$ cat src/rtl/xnor_link_pkg.sv
// Shared constants and types for the 6-bit XNOR descrambler datapath.
package xnor_link_pkg;

    // Data and keystream width; the LFSR taps below only make sense at 6.
    localparam int WORD_W = 6;

    // Taps for x^6 + x^5 + 1: feedback is lfsr[5] ^ lfsr[4].
    localparam logic [WORD_W-1:0] LFSR_TAPS = 6'b110000;

    // Value after reset and substitute for an all-zero seed.
    localparam logic [WORD_W-1:0] DEFAULT_SEED = 6'b100001;

    typedef enum logic {
        IDLE = 1'b0,
        RUN  = 1'b1
    } state_t;

    // Per-bit XNOR of a scrambled word with its key; undoes the transmitter's encoding.
    function automatic logic [WORD_W-1:0] xnor_word(input logic [WORD_W-1:0] data,
                                                    input logic [WORD_W-1:0] key);
        return ~(data ^ key);
    endfunction

endpackage

$ cat src/rtl/xnor_descrambler_if.sv
// Handshake bundle between the link input register and the descrambler.
// With XNOR_DESCRAMBLER_PARITY_EN defined, the bundle also carries in_parity / par_err.
interface xnor_descrambler_if;
    import xnor_link_pkg::*;

    logic              seed_load;
    logic [WORD_W-1:0] seed_in;
    logic              in_valid;
    logic [WORD_W-1:0] in_data;
    logic              in_ready;
    logic              out_valid;
    logic [WORD_W-1:0] out_data;
    logic              out_ready;
    logic              locked;
`ifdef XNOR_DESCRAMBLER_PARITY_EN
    logic              in_parity;
    logic              par_err;
`endif

    // Upstream/downstream side that drives the descrambler.
    modport master (
        output seed_load, seed_in, in_valid, in_data, out_ready,
`ifdef XNOR_DESCRAMBLER_PARITY_EN
        output in_parity, input par_err,
`endif
        input  in_ready, out_valid, out_data, locked
    );

    // The descrambler itself.
    modport slave (
        input  seed_load, seed_in, in_valid, in_data, out_ready,
`ifdef XNOR_DESCRAMBLER_PARITY_EN
        input  in_parity, output par_err,
`endif
        output in_ready, out_valid, out_data, locked
    );

endinterface

$ cat src/rtl/xnor_descrambler_lfsr.sv
// Keystream generator: 6-bit Fibonacci LFSR (x^6+x^5+1, period 63).
// A zero load value is replaced by SEED so the lock-up state is unreachable.
module xnor_lfsr6
    import xnor_link_pkg::*;
#(
    parameter logic [WORD_W-1:0] SEED = DEFAULT_SEED
) (
    input  logic              clk,
    input  logic              rst_n,
    input  logic              load,
    input  logic [WORD_W-1:0] load_val,
    input  logic              step,
    output logic [WORD_W-1:0] state
);

    logic [WORD_W-1:0] r_state;
    logic              w_feedback;
    logic [WORD_W-1:0] w_next;

    assign w_feedback = ^(r_state & LFSR_TAPS);
    assign w_next     = {r_state[WORD_W-2:0], w_feedback};

    // Register: reseed on load (zero substituted), otherwise advance once per step.
    // NOTE: state registers use non-blocking assignment so every flop samples pre-edge values.
    always_ff @(posedge clk or negedge rst_n) begin
        if (!rst_n) begin
            r_state <= SEED;
        end else if (load) begin
            r_state <= (load_val == '0) ? SEED : load_val;
        end else if (step) begin
            r_state <= w_next;
        end
    end

    assign state = r_state;

endmodule

$ cat src/rtl/xnor_descrambler.sv
// Streaming 6-bit XNOR descrambler: regenerates the transmitter's LFSR keystream,
// XNORs it with each accepted word and presents the result from one output register.
// Optional feature macro: XNOR_DESCRAMBLER_PARITY_EN (even-parity check, sticky par_err).
module xnor_descrambler
    import xnor_link_pkg::*;
#(
    parameter int                WIDTH = WORD_W,
    parameter logic [WORD_W-1:0] SEED  = DEFAULT_SEED
) (
    input  logic                clk,
    input  logic                rst_n,
    xnor_descrambler_if.slave   bus
);

    state_t           r_state;
    logic             r_out_valid;
    logic [WIDTH-1:0] r_out_data;
    logic [WIDTH-1:0] w_key;
    logic             w_locked;
    logic             w_in_ready;
    logic             w_accept;

    // Keystream source; steps only on an accepted word, reseeds on seed_load.
    xnor_lfsr6 #(
        .SEED (SEED)
    ) u_lfsr (
        .clk      (clk),
        .rst_n    (rst_n),
        .load     (bus.seed_load),
        .load_val (bus.seed_in),
        .step     (w_accept),
        .state    (w_key)
    );

    // seed_load blocks acceptance so a word never straddles two keystreams.
    assign w_locked   = (r_state == RUN);
    assign w_in_ready = w_locked & ~bus.seed_load & (~r_out_valid | bus.out_ready);
    assign w_accept   = bus.in_valid & w_in_ready;

    // Control FSM: IDLE until the first seed_load, then RUN until reset.
    always_ff @(posedge clk or negedge rst_n) begin
        if (!rst_n) begin
            r_state <= IDLE;
        end else if (bus.seed_load) begin
            r_state <= RUN;
        end
    end

    // Output stage: load on accept, drain when downstream takes the word, else hold.
    always_ff @(posedge clk or negedge rst_n) begin
        if (!rst_n) begin
            r_out_valid <= 1'b0;
            r_out_data  <= '0;
        end else if (w_accept) begin
            r_out_valid <= 1'b1;
            r_out_data  <= xnor_word(bus.in_data, w_key);
        end else if (bus.out_ready) begin
            r_out_valid <= 1'b0;
        end
    end

`ifdef XNOR_DESCRAMBLER_PARITY_EN
    logic r_par_err;

    // Sticky parity flag: set on any accepted word with odd overall parity, cleared by reseed.
    always_ff @(posedge clk or negedge rst_n) begin
        if (!rst_n) begin
            r_par_err <= 1'b0;
        end else if (bus.seed_load) begin
            r_par_err <= 1'b0;
        end else if (w_accept && ((^bus.in_data) != bus.in_parity)) begin
            r_par_err <= 1'b1;
        end
    end

    assign bus.par_err = r_par_err;
`endif

    assign bus.in_ready  = w_in_ready;
    assign bus.out_valid = r_out_valid;
    assign bus.out_data  = r_out_data;
    assign bus.locked    = w_locked;

endmodule

$ cat src/flat_wrapper.sv
// flat-port wrapper written by rule: the top's interface ports become plain ports
module xnor_descrambler_flat import xnor_link_pkg::*;
#(
    parameter int                WIDTH = WORD_W,
    parameter logic [WORD_W-1:0] SEED  = DEFAULT_SEED
)
  (clk, rst_n, bus_seed_load, bus_seed_in, bus_in_valid, bus_in_data, bus_out_ready, bus_in_ready, bus_out_valid, bus_out_data, bus_locked);
  xnor_descrambler_if bus_i ();
  input  logic clk;
  input  logic rst_n;
  input wire logic [$bits(bus_i.seed_load)-1:0] bus_seed_load;
  input wire logic [$bits(bus_i.seed_in)-1:0] bus_seed_in;
  input wire logic [$bits(bus_i.in_valid)-1:0] bus_in_valid;
  input wire logic [$bits(bus_i.in_data)-1:0] bus_in_data;
  input wire logic [$bits(bus_i.out_ready)-1:0] bus_out_ready;
  output wire logic [$bits(bus_i.in_ready)-1:0] bus_in_ready;
  output wire logic [$bits(bus_i.out_valid)-1:0] bus_out_valid;
  output wire logic [$bits(bus_i.out_data)-1:0] bus_out_data;
  output wire logic [$bits(bus_i.locked)-1:0] bus_locked;
  assign bus_i.seed_load = bus_seed_load;
  assign bus_i.seed_in = bus_seed_in;
  assign bus_i.in_valid = bus_in_valid;
  assign bus_i.in_data = bus_in_data;
  assign bus_i.out_ready = bus_out_ready;
  assign bus_in_ready = bus_i.in_ready;
  assign bus_out_valid = bus_i.out_valid;
  assign bus_out_data = bus_i.out_data;
  assign bus_locked = bus_i.locked;
  xnor_descrambler #(.WIDTH(WIDTH), .SEED(SEED)) u_core (.clk(clk), .rst_n(rst_n), .bus(bus_i));
endmodule
$ cat config.mk
export PLATFORM = sky130hd
export DESIGN_NAME = xnor_descrambler_flat
export DESIGN_NICKNAME = d
export VERILOG_FILES = /design/src/rtl/xnor_link_pkg.sv /design/src/rtl/xnor_descrambler_if.sv /design/src/rtl/xnor_descrambler_lfsr.sv /design/src/rtl/xnor_descrambler.sv /design/src/flat_wrapper.sv
export SDC_FILE = /design/constraint.sdc
export NUM_CORES = 1
export LEC_CHECK = 0
export BUFFER_PORTS_ARGS = -buffer_cell sky130_fd_sc_hd__clkbuf_2
export CORE_MARGIN = 2
export CORE_UTILIZATION = 47
export DETAILED_ROUTE_END_ITERATION = 12
export GPL_TIMING_DRIVEN = 0
export PLACE_DENSITY = 0.76
export SYNTH_ARGS = -nofsm -noshare
export SYNTH_HDL_FRONTEND = slang
export SYNTH_SLANG_ARGS = --single-unit
$ cat constraint.sdc
create_clock -name clk -period 1.9 [get_ports clk]
set_input_delay 0.095 -clock clk [delete_from_list [all_inputs] [get_ports clk]]
set_output_delay 0.095 -clock clk [all_outputs]
set_load 0.02 [all_outputs]
Word level (Yosys, flattened, before mapping) --
Index checks and enable logic that the tools add are counted.
Cells by class: mux-type cells 5, reduce and logical (&&, ||, !) cells 4, bitwise gates (word level) 8
Operators with widths (number):
- $mux W6 | 3
- $logic_not A6 Y1 | 1
- $not A6 Y6 | 1
- $reduce_xor A6 Y1 | 1
- $xor A6 B6 Y6 | 1
- $reduce_bool A2 Y1 | 2
- $and A1 B1 Y1 | 3
- $mux W1 | 2
- $not A1 Y1 | 2
- $or A1 B1 Y1 | 1
Word-level totals: input bits 17, register bits 14, output and inout port bits 9

Logic depth before layout (Yosys ltp) --
Gate-level depths: netlist of the first run.
word-level depth 6, depth in mapped cells 5, mapped depth without buffers 3

Cells and area by module --
Synthesis of the first run repeated with hierarchy kept, for this count alone.
Second synthesis, totals: cells, all modules 56, area, all modules 701.9 um2
Modules (own cells, without submodules):
- xnor_descrambler | instances 1, cells an instance 26, area an instance 381.6 um2
- xnor_lfsr6 | instances 1, cells an instance 30, area an instance 320.3 um2

Worst setup path before layout of the first run --
No wires, ideal clock.
kind flip-flop to flip-flop, from register u_core.r_out_valid (netlist: u_core.bus.out_valid), to register u_core.r_out_data[1] (netlist: u_core.bus.out_data[1]), path buffers 2, cell stages (with the launch flop) 6, clock period less this slack 1.669 ns, arrival time 1.544 ns, slack 0.231 ns, setup time 0.125 ns, required time 1.775 ns, cell sequence dfrtp_1 -> nor2b_1 -> buf_2 -> or3_4 -> buf_6 -> mux2_4
Between the ends: longest elaborated chain between the ends 4
RTL lines:
- start, declared | RTL line xnor_descrambler.sv:16 | logic r_out_valid;
- start signal, assigned | RTL line xnor_descrambler.sv:52 | r_out_valid <= 1'b0;
- start signal, assigned | RTL line xnor_descrambler.sv:55 | r_out_valid <= 1'b1;
- start signal, assigned | RTL line xnor_descrambler.sv:58 | r_out_valid <= 1'b0;
- $not A1 Y1 | RTL line xnor_descrambler.sv:37 | assign w_in_ready = w_locked & ~bus.seed_load & (~r_out_valid | bus.out_ready);
- $or A1 B1 Y1 | RTL line xnor_descrambler.sv:37
- $and A1 B1 Y1 | RTL line xnor_descrambler.sv:37
- $and A1 B1 Y1 | RTL line xnor_descrambler.sv:38 | assign w_accept = bus.in_valid & w_in_ready;
- end signal, assigned | RTL line xnor_descrambler.sv:56 | r_out_data <= xnor_word(bus.in_data, w_key);
- end, declared | RTL line xnor_descrambler.sv:17 | logic [WIDTH-1:0] r_out_data;
No other way between the ends. A chain may end at the register's enable or synchronous reset.

Final worst setup path of the first run --
from register u_core.r_out_valid (netlist: u_core.bus.out_valid), to register u_core.u_lfsr.r_state[2] (netlist: u_core.u_lfsr.state[2])
Between the ends: longest elaborated chain between the ends 5
RTL lines:
- $not A1 Y1 | RTL line xnor_descrambler.sv:37
- $or A1 B1 Y1 | RTL line xnor_descrambler.sv:37
- $and A1 B1 Y1 | RTL line xnor_descrambler.sv:37
- $and A1 B1 Y1 | RTL line xnor_descrambler.sv:38
- $reduce_bool A2 Y1 (no source line)
- end signal, assigned | RTL line xnor_descrambler_lfsr.sv:29 | r_state <= (load_val == '0) ? SEED : load_val;
- end signal, assigned | RTL line xnor_descrambler_lfsr.sv:31 | r_state <= w_next;
- end, declared | RTL line xnor_descrambler_lfsr.sv:16 | logic [WORD_W-1:0] r_state;
No other way between the ends.

==> results of run 1 <==
[metrics by stage]
| stage | cells | setup WS, ps | area [um2] | hold WS (ps) |
|---|---|---|---|---|
| 2_1_floorplan | 67 | 231 | 748 | -201 |
| 3_3_place_gp | 108 | 282 | 893 | 18.8 |
| 6_report | 113 | 254 | 930 | 67.3 |
| 3_5_place_dp | 108 | 269 | 893 | 19.0 |
| 4_1_cts | 113 | 254 | 930 | 69.9 |
| 5_1_grt | 113 | 198 | 930 | 69.7 |
[cell usage in the layout (no fill, tap or decap), drive strengths merged]
cell,instances
or2b,1
xnor2,6
dfstp,2
nor4,1
xor2,1
nor2,5
or2,1
inv,2
a211oi,1
a221o,4
nor3,4
a41oi,1
nand2b,1
dfrtp,12
dlygate4sd3,1
a21oi,1
a311oi,2
o31ai,1
nand2,5
mux2,6
clkbuf,30
buf,3
nor2b,5
or3,1
[report_power, final]
group | leakage [nW] | total (mW) | switching (mW) | internal (mW)
clock | 0.0150 | 0.174 | 0.0927 | 0.0812
sequential | 0.161 | 0.399 | 0.0376 | 0.361
combinational | 0.270 | 0.274 | 0.136 | 0.138
[final timing paths]
| path | from | to | slack, ps | cells past startpoint |
|---|---|---|---|---|
| worst max register to register | u_core.bus.out_valid | u_core.u_lfsr.state[2] | 250 | 5 |
| worst max-delay path | u_core.bus.out_valid | u_core.u_lfsr.state[2] | 250 | 5 |
| max in group asynchronous | rst_n | u_core.u_lfsr.state[5] | 1330 | 2 |
| worst min register to register | u_core.u_lfsr.state[5] | u_core.u_lfsr.state[5] | 510 | 2 |
| worst min-delay path | bus_seed_in[1] | u_core.u_lfsr.state[1] | 70 | 2 |
| min in group asynchronous | rst_n | u_core.u_lfsr.state[4] | 260 | 2 |
[kinds of logic after synthesis]
kind of cell	Yosys count	synth area share, %
buffers and inverters	6	5.18
xor gates and xnor gates	7	8.19
muxes	6	11.0
AOI/OAI and AO/OA	10	11.5
and+or+nand+nor	24	16.9
DFF	14	47.2
[cell type report]
type / count / area, um2
multi-input combinational: 47 / 357
tap: 16 / 20.0
clock buffer: 4 / 26.3
fill: 140 / 577
timing repair buffer: 26 / 135
sequential: 14 / 353
inverter: 2 / 7.51
buffer: 4 / 31.3
[flip-flops by register name (all words and copies together) (netlist names)]
register / count
u_core.u_lfsr.state: 6
u_core.bus.locked: 1
u_core.bus.out_valid: 1
u_core.bus.out_data: 6
[metal layers]
layer	GRT usage [%]	up-vias	wire length (um)
li1	-	299	-
met1	21.0	271	678
met2	25.0	15	667
met3	4.17	2	84
met4	5.45	0	14
met5	0	-	0
[critical path, stage by stage (launching register included)]
cell	delay, ps
dfrtp_1	390
nor2b_1	120
buf_2	160
or3_4	390
buf_6	160
a221o_1	300
==> reports/metrics.csv, run 1 <==
metric,value,unit
post-cts sizing count,0,
top-area cell type share of the netlist area,40.1,%
mapped cell area,748,um2
fmax,608,MHz
Cells after Synth,67,
CTS max path bufs,2,
status,"finished, final reports clean",
number of flops mapped to enable cells by yosys,0,
Post-CTS Setup Bufs,0,
Critical Path AT,1800,ps
via count,587,
Die Ht,43.9,um
Hold Path Class,in2reg,
Power Total,0.846,mW
Setup CP Type,reg2reg,
Slew @ Worst Pin,404,ps
crit share post-route,86.6,%
Cell Pwr Density,910,nW/um2
data required time of the worst path,2050,ps
first-pass GRT wire length,2250,um
Final Hold Fails,0,
DIE WIDTH,43.9,um
worst skew pair latency,270,ps
peak supply drop,0.452,mV
syn nets,84,
Root Buffer,clkbuf_4,
clk slew on worst S/H paths,90,ps
skew final,4.63,ps
Synth area leader,dfrtp_1,
number of CTS-inserted buffers,3,
Slew HR,73.1,%
final net count,115,
Setup crit end kind,flip-flop,
per-cell routed wire length,12.8,um
# H-tree levels,1,
Setup-failing EPs final,0,
# diodes,0,
TritonRoute pass-1 iters,4,
DRC violations left,0,
initial core utilization,49.7,%
Leak,0.445,nW
ys flop type,dfrtp_1,
post-route antenna net violation count,0,
GP Congestion,0.826,
RSZ-0062 raised after global routing,no,
CTS tree,yes,
sequential share of the synthesized area,47.2,%
total grt overflow,0,
crit-path max FO,10,
IO Port Bufs,25,
top-count cell post-synth,dfrtp_1,
initial DRC count,13,
layout cell share with drive strength beyond 1,42.3,%
cell row count,14,
core area,1510,um2
yosys warns,0,
Vias/cell,5.19,
CTS sink count,14,
pin count of the biggest net entering global routing,15,
asr flop ratio synth,100,%
hpwl dp,1090,um
Fin Setup TNS,0,ps
synth cell count leaders,"dfrtp_1 (12), xnor2_1 (6), nand2_1 (5), nor2_1 (5), nor2b_1 (5)",
vias in the first global route,519,
max-slew violations,0,
# IOs,26,
final wirelength,1440,um
GRT Overall Usage,15.8,%
initial antenna violation count,0,
# Max-Cap Violations,0,
"top cells by area, synth","dfrtp_1 (40%), mux2_4 (8.0%), dfstp_2 (7.0%)",
syn_area_per_cell,11.2,um2
Hold Buf Count CTS,1,
Worst setup SP type,flip-flop,
"Core Util, Final",61.7,%
number of distinct library cells after synthesis,25,
die area,1930,um2
Area growth syn-to-layout,24.2,%
Tmin final,1650,ps
#FFs+latches synth,14,
No activity file was read; power rests on OpenSTA's default activity.
==> run 2: changes to the inputs <==
--- a/config.mk
+++ b/config.mk
@@ -6,11 +6,11 @@
 export NUM_CORES = 1
 export LEC_CHECK = 0
 export BUFFER_PORTS_ARGS = -buffer_cell sky130_fd_sc_hd__clkbuf_2
-export CORE_MARGIN = 2
-export CORE_UTILIZATION = 47
+export CORE_UTILIZATION = 46
 export DETAILED_ROUTE_END_ITERATION = 12
 export GPL_TIMING_DRIVEN = 0
-export PLACE_DENSITY = 0.76
+export PLACE_DENSITY = 0.75
 export SYNTH_ARGS = -nofsm -noshare
 export SYNTH_HDL_FRONTEND = slang
+export SYNTH_HIERARCHICAL = 1
 export SYNTH_SLANG_ARGS = --single-unit
==> run 2 against run 1 <==
  * Clock power fell by 7%
  * Critical path depth rose by 2
  * Via count fell by 16%
  * Worst hold slack got worse by 18 ps
  * Clock-buffer cell count fell by 1
  * Routed wire length fell by 20%
  * Core utilization rose by 2.6 points
  * Flip-flop and latch count did not move
  * Setup slack improved by 240 ps
  * Clock skew barely moved
  * Sequential share of layout area rose by 2.2 points
==> reports/metrics.csv, run 2 <==
metric,value,unit
Setup crit end kind,flip-flop,
worst reg2reg setup slack,490,ps
via count,495,
layout cell share with drive strength beyond 1,50.6,%
data required time of the worst path,2100,ps
# Max-Cap Violations,0,
Slew HR,76.3,%
initial core utilization,51.4,%
die area,1690,um2
syn nets,73,
cell row count,13,
# IOs,26,
#FFs+latches synth,14,
peak supply drop,0.466,mV
ys flop type,dfrtp_1,
# diodes,0,
"worst slack, placed",504,ps
initial antenna violation count,0,
post-route antenna net violation count,0,
core area,1370,um2
Area growth syn-to-layout,25.1,%
GRT met2 Usage,28.1,%
Leak,0.418,nW
yosys warns,6,
Final Hold Fails,0,
most frequent cells in the layout,"clkbuf_2 (25), dfrtp_1 (12), xnor2_1 (6), mux2_2 (6), mux2i_1 (6)",
crit share post-route,74.0,%
crit-path max FO,8,
Tmin final,1410,ps
final wirelength,1150,um
r2r endpoint,u_core/u_lfsr/state[5],
CTS sink count,14,
GRT Overall Usage,17.2,%
DIE WIDTH,41.1,um
mapped cell area,702,um2
Fin Setup TNS,0,ps
Cells after Synth,56,
Critical Path AT,1600,ps
sequential share of the synthesized area,50.3,%
TritonRoute pass-1 iters,2,
Die Ht,41.1,um
status,"finished, final reports clean",
"commonest non-fill, non-tap cell in the layout",clkbuf_2,
DRC violations left,0,
number of CTS-inserted buffers,3,
clk slew on worst S/H paths,80,ps
Hold Path Class,in2reg,
GR peak layer,met2,
top-count cell post-synth,dfrtp_1,
number of distinct library cells after synthesis,19,
vias in the first global route,435,
Synth area leader,dfrtp_1,
skew final,4.23,ps
first-pass GRT wire length,1790,um
per-cell routed wire length,11.5,um
Worst setup SP type,flip-flop,
R2R depth,7,
hold wc startpoint,bus_seed_in[3],
GP Congestion,0.740,
# H-tree levels,1,
CTS max path bufs,2,
"top cells by area, synth","dfrtp_1 (43%), mux2_2 (9.6%), mux2i_1 (8.6%)",
synth cell count leaders,"dfrtp_1 (12), mux2_2 (6), mux2i_1 (6), xnor2_1 (6), nand2_1 (5)",
syn_area_per_cell,12.5,um2
Cell Pwr Density,895,nW/um2
IO Port Bufs,25,
R2R Path Start,u_core/bus.out_valid,
Vias/cell,4.95,
max-slew violations,0,
worst skew pair latency,270,ps
top-area cell type share of the netlist area,42.8,%
Root Buffer,clkbuf_4,
pin count of the biggest net entering global routing,15,
number of flops mapped to enable cells by yosys,0,
Slew @ Worst Pin,356,ps
Setup CP Type,reg2reg,
Hold Path Sink,u_core/u_lfsr/state[3],
Post-CTS Setup Bufs,0,
"Core Util, Final",64.3,%
Fin Hold WS,49.5,ps
Power Total,0.786,mW
GRT met3 Usage,3.26,%
Setup WS post-layout,493,ps
Setup-failing EPs final,0,
total grt overflow,0,
initial DRC count,2,
final net count,104,
CTS tree,yes,
met1 usage,20.7,%
hold path cells,3,
RSZ-0062 raised after global routing,no,
asr flop ratio synth,100,%
fmax,711,MHz
==> run 2: changes by cell type after synthesis, moves of 4 or more <==
cell and change:
mux2_2 +4, mux2i_1 +6, nor3_1 -4, nor2_1 -4
nor2b_1 -4, a221o_1 -4, o21ai_0 +4, mux2_4 -4
==> run 2: through the flow <==
step	cell area [um2]	cells
final	878	100
after global routing	878	100
after CTS	878	100
after detailed placement	846	96
after global placement	846	96
after floorplan	702	56
==> run 2: area by class of cell <==
type | instances | area (um2)
plain buffers | 2 | 10.0
clock buffers | 3 | 22.5
fillers | 124 | 488
inverters | 1 | 3.75
multi-input cells | 39 | 335
flip-flops and latches | 14 | 353
well taps | 15 | 18.8
repair buffers | 26 | 135
==> run 2: metal layers <==
metal / share of wire [%] / vias up
met5: 0 / -
met4: 0 / 0
met2: 46 / 18
met1: 48 / 225
met3: 5.6 / 0
li1: - / 252
==> run 2: power breakdown <==
part           internal, mW  switching, mW
combinational         0.110          0.123
sequential            0.357         0.0347
clock                0.0733         0.0880
==> run 2: worst max path at each step <==
stage               slack (ps)                 start                endpoint
global placement           540  u_core/bus.out_valid  u_core/u_lfsr/state[3]
detailed placement         500  u_core/bus.out_valid  u_core/u_lfsr/state[5]
global route               320  u_core/bus.out_valid  u_core/u_lfsr/state[5]
floorplan                  530  u_core/bus.out_valid  u_core/u_lfsr/state[5]
CTS                        490  u_core/bus.out_valid  u_core/u_lfsr/state[5]
finish                     490  u_core/bus.out_valid  u_core/u_lfsr/state[5]
==> run 2: timing repair <==
item                                   CTS  global route
setup endpoints to repair                0             0
endpoints found under the hold margin   12             0
gates resized for setup                  0             0
hold buffers                             1             0
==> run 2: logic make-up after synthesis <==
family / synth area share, %
compound gates: 6.06
xor+xnor: 8.73
buf+inv: 1.96
flops: 50.3
mux: 18.2
simple gates: 14.8
==> run 2: worst max-delay path, stage by stage (launching register included) <==
cell and delay (ps):
dfrtp_1 410, nand2b_4 100, nand4b_4 180, inv_1 90, buf_2 200, nor2b_1 70, a211oi_1 210, a21oi_1 70
==> run 3: changes to the inputs <==
==> constraint.sdc (replaced) <==
create_clock -name clk -period 1.35 [get_ports clk]
set_input_delay 0.0675 -clock clk [delete_from_list [all_inputs] [get_ports clk]]
set_output_delay 0.0675 -clock clk [all_outputs]
set_load 0.02 [all_outputs]
==> run 3 against run 2 <==
  * Clock power rose by 50%
  * Register-to-register slack got worse by 350 ps
  * Clock-buffer cell count rose by 1
  * Critical endpoint is now u_core/u_lfsr/state[3]
  * Largest cell class unchanged
==> reports/metrics.csv, run 3 (synthesis results as in run 2) <==
metric,value,unit
DRC violations left,0,
hold wc startpoint,bus_seed_in[2],
via count,506,
hold path cells,3,
initial core utilization,51.4,%
TritonRoute pass-1 iters,4,
Setup CP Type,reg2reg,
fin cells,102,
CTS sink count,14,
data required time of the worst path,1510,ps
most frequent cells in the layout,"clkbuf_2 (25), dfrtp_1 (11), xnor2_1 (6), mux2_2 (6), mux2i_1 (6)",
"Core Util, Final",66.0,%
cell row count,13,
crit-path max FO,7,
Worst setup SP type,flip-flop,
worst skew pair latency,270,ps
Final Hold Fails,0,
GP Congestion,0.751,
Power Total,1.13,mW
worst reg2reg setup slack,150,ps
CTS tree,yes,
RSZ-0062 raised after global routing,no,
"commonest non-fill, non-tap cell in the layout",clkbuf_2,
R2R depth,6,
Leak,0.425,nW
DIE WIDTH,41.1,um
die area,1690,um2
per-cell routed wire length,11.3,um
Slew HR,76.4,%
IO Port Bufs,25,
wl on met1,546,um
clk slew on worst S/H paths,80,ps
Vias/cell,4.96,
length of routed met3 wiring,81,um
post-route antenna net violation count,0,
status,"finished, final reports clean",
CTS max path bufs,2,
Die Ht,41.1,um
# Max-Cap Violations,0,
# H-tree levels,1,
# diodes,0,
max-slew violations,0,
# IOs,26,
Root Buffer,clkbuf_4,
Slew @ Worst Pin,355,ps
highest routed layer,met3,
vias in the first global route,464,
Tmin final,1200,ps
peak supply drop,0.708,mV
initial antenna violation count,0,
Area growth syn-to-layout,28.5,%
layout cell share with drive strength beyond 1,52.9,%
Hold Path Class,in2reg,
R2R Path Start,u_core/bus.out_valid,
crit share post-route,89.2,%
Fin Setup TNS,0,ps
pin count of the biggest net entering global routing,15,
first-pass GRT wire length,1840,um
number of CTS-inserted buffers,3,
final net count,105,
wire length on met2,524,um
Cell Pwr Density,1250,nW/um2
Critical Path Start,u_core/bus.out_valid,
GRT Overall Usage,17.3,%
Critical Path AT,1360,ps
DP Cell Count,96,
total grt overflow,0,
fmax,830,MHz
hpwl dp,870,um
Setup-failing EPs final,0,
core area,1370,um2
final wirelength,1150,um
skew final,5.68,ps
Setup crit end kind,flip-flop,
initial DRC count,2,
==> run 3: cell types whose count changed in the layout (fill, tap and decap cells not counted) <==
cell,before,now
a211oi_1,1,0
a211oi_2,0,1
buf_2,2,1
buf_4,0,1
buf_6,0,1
clkbuf_1,0,1
dfrtp_1,12,11
dfrtp_2,0,1
==> run 3: critical path, cell delays in order (launching register included) <==
cell and delay, ps:
dfrtp_2 420, nand2b_4 90, nand4b_4 100, inv_1 80, buf_6 130, mux2i_1 190
o21ai_0 90
==> run 3: per-layer routing <==
layer  vias to the layer above  track usage [%]
li1                        260                -
met1                       224             21.2
met2                        22             27.7
met3                         0             3.26
met4                         0             10.0
met5                         -                0
==> run 3: area by class of cell <==
type	count	area [um2]
Sequential cell	14	354
Fill cell	112	464
Buffer	2	16.3
Tap cell	15	18.8
Inverter	1	3.75
Timing Repair Buffer	27	143
Clock buffer	4	26.3
Multi-Input combinational cell	39	340
==> run 3: timing repair <==
item	CTS	global route
endpoints found under the hold margin	14	0
endpoints found under the setup margin	6	2
cloned	0	0
resized for setup	1	2
hold buffers	1	0
pin swaps	1	0
setup buffers	1	0
==> run 3: metrics by stage <==
| step | setup slack [ps] | hold WS [ps] | cell area (um2) |
|---|---|---|---|
| 2_1_floorplan | 8.54 | -228 | 703 |
| 3_3_place_gp | -24.9 | -12.6 | 847 |
| 3_5_place_dp | -50.4 | -8.31 | 847 |
| 4_1_cts | 113 | 0.197 | 893 |
| 5_1_grt | 17.0 | 42.7 | 902 |
| 6_report | 146 | 15.9 | 902 |
==> run 3: path summary, 6_finish.rpt <==
check                                         end
min in group asynchronous  u_core/bus.out_data[4]
min                        u_core/u_lfsr/state[2]
max                        u_core/u_lfsr/state[3]
min reg2reg                u_core/bus.out_data[1]
max in group asynchronous  u_core/u_lfsr/state[0]
max reg2reg                u_core/u_lfsr/state[3]
==> run 3: power breakdown <==
part | internal [mW] | total [mW] | switching [mW]
Sequential | 0.503 | 0.552 | 0.0486
Clock | 0.114 | 0.242 | 0.127
Combinational | 0.160 | 0.336 | 0.175
Total | 0.778 | 1.13 | 0.351
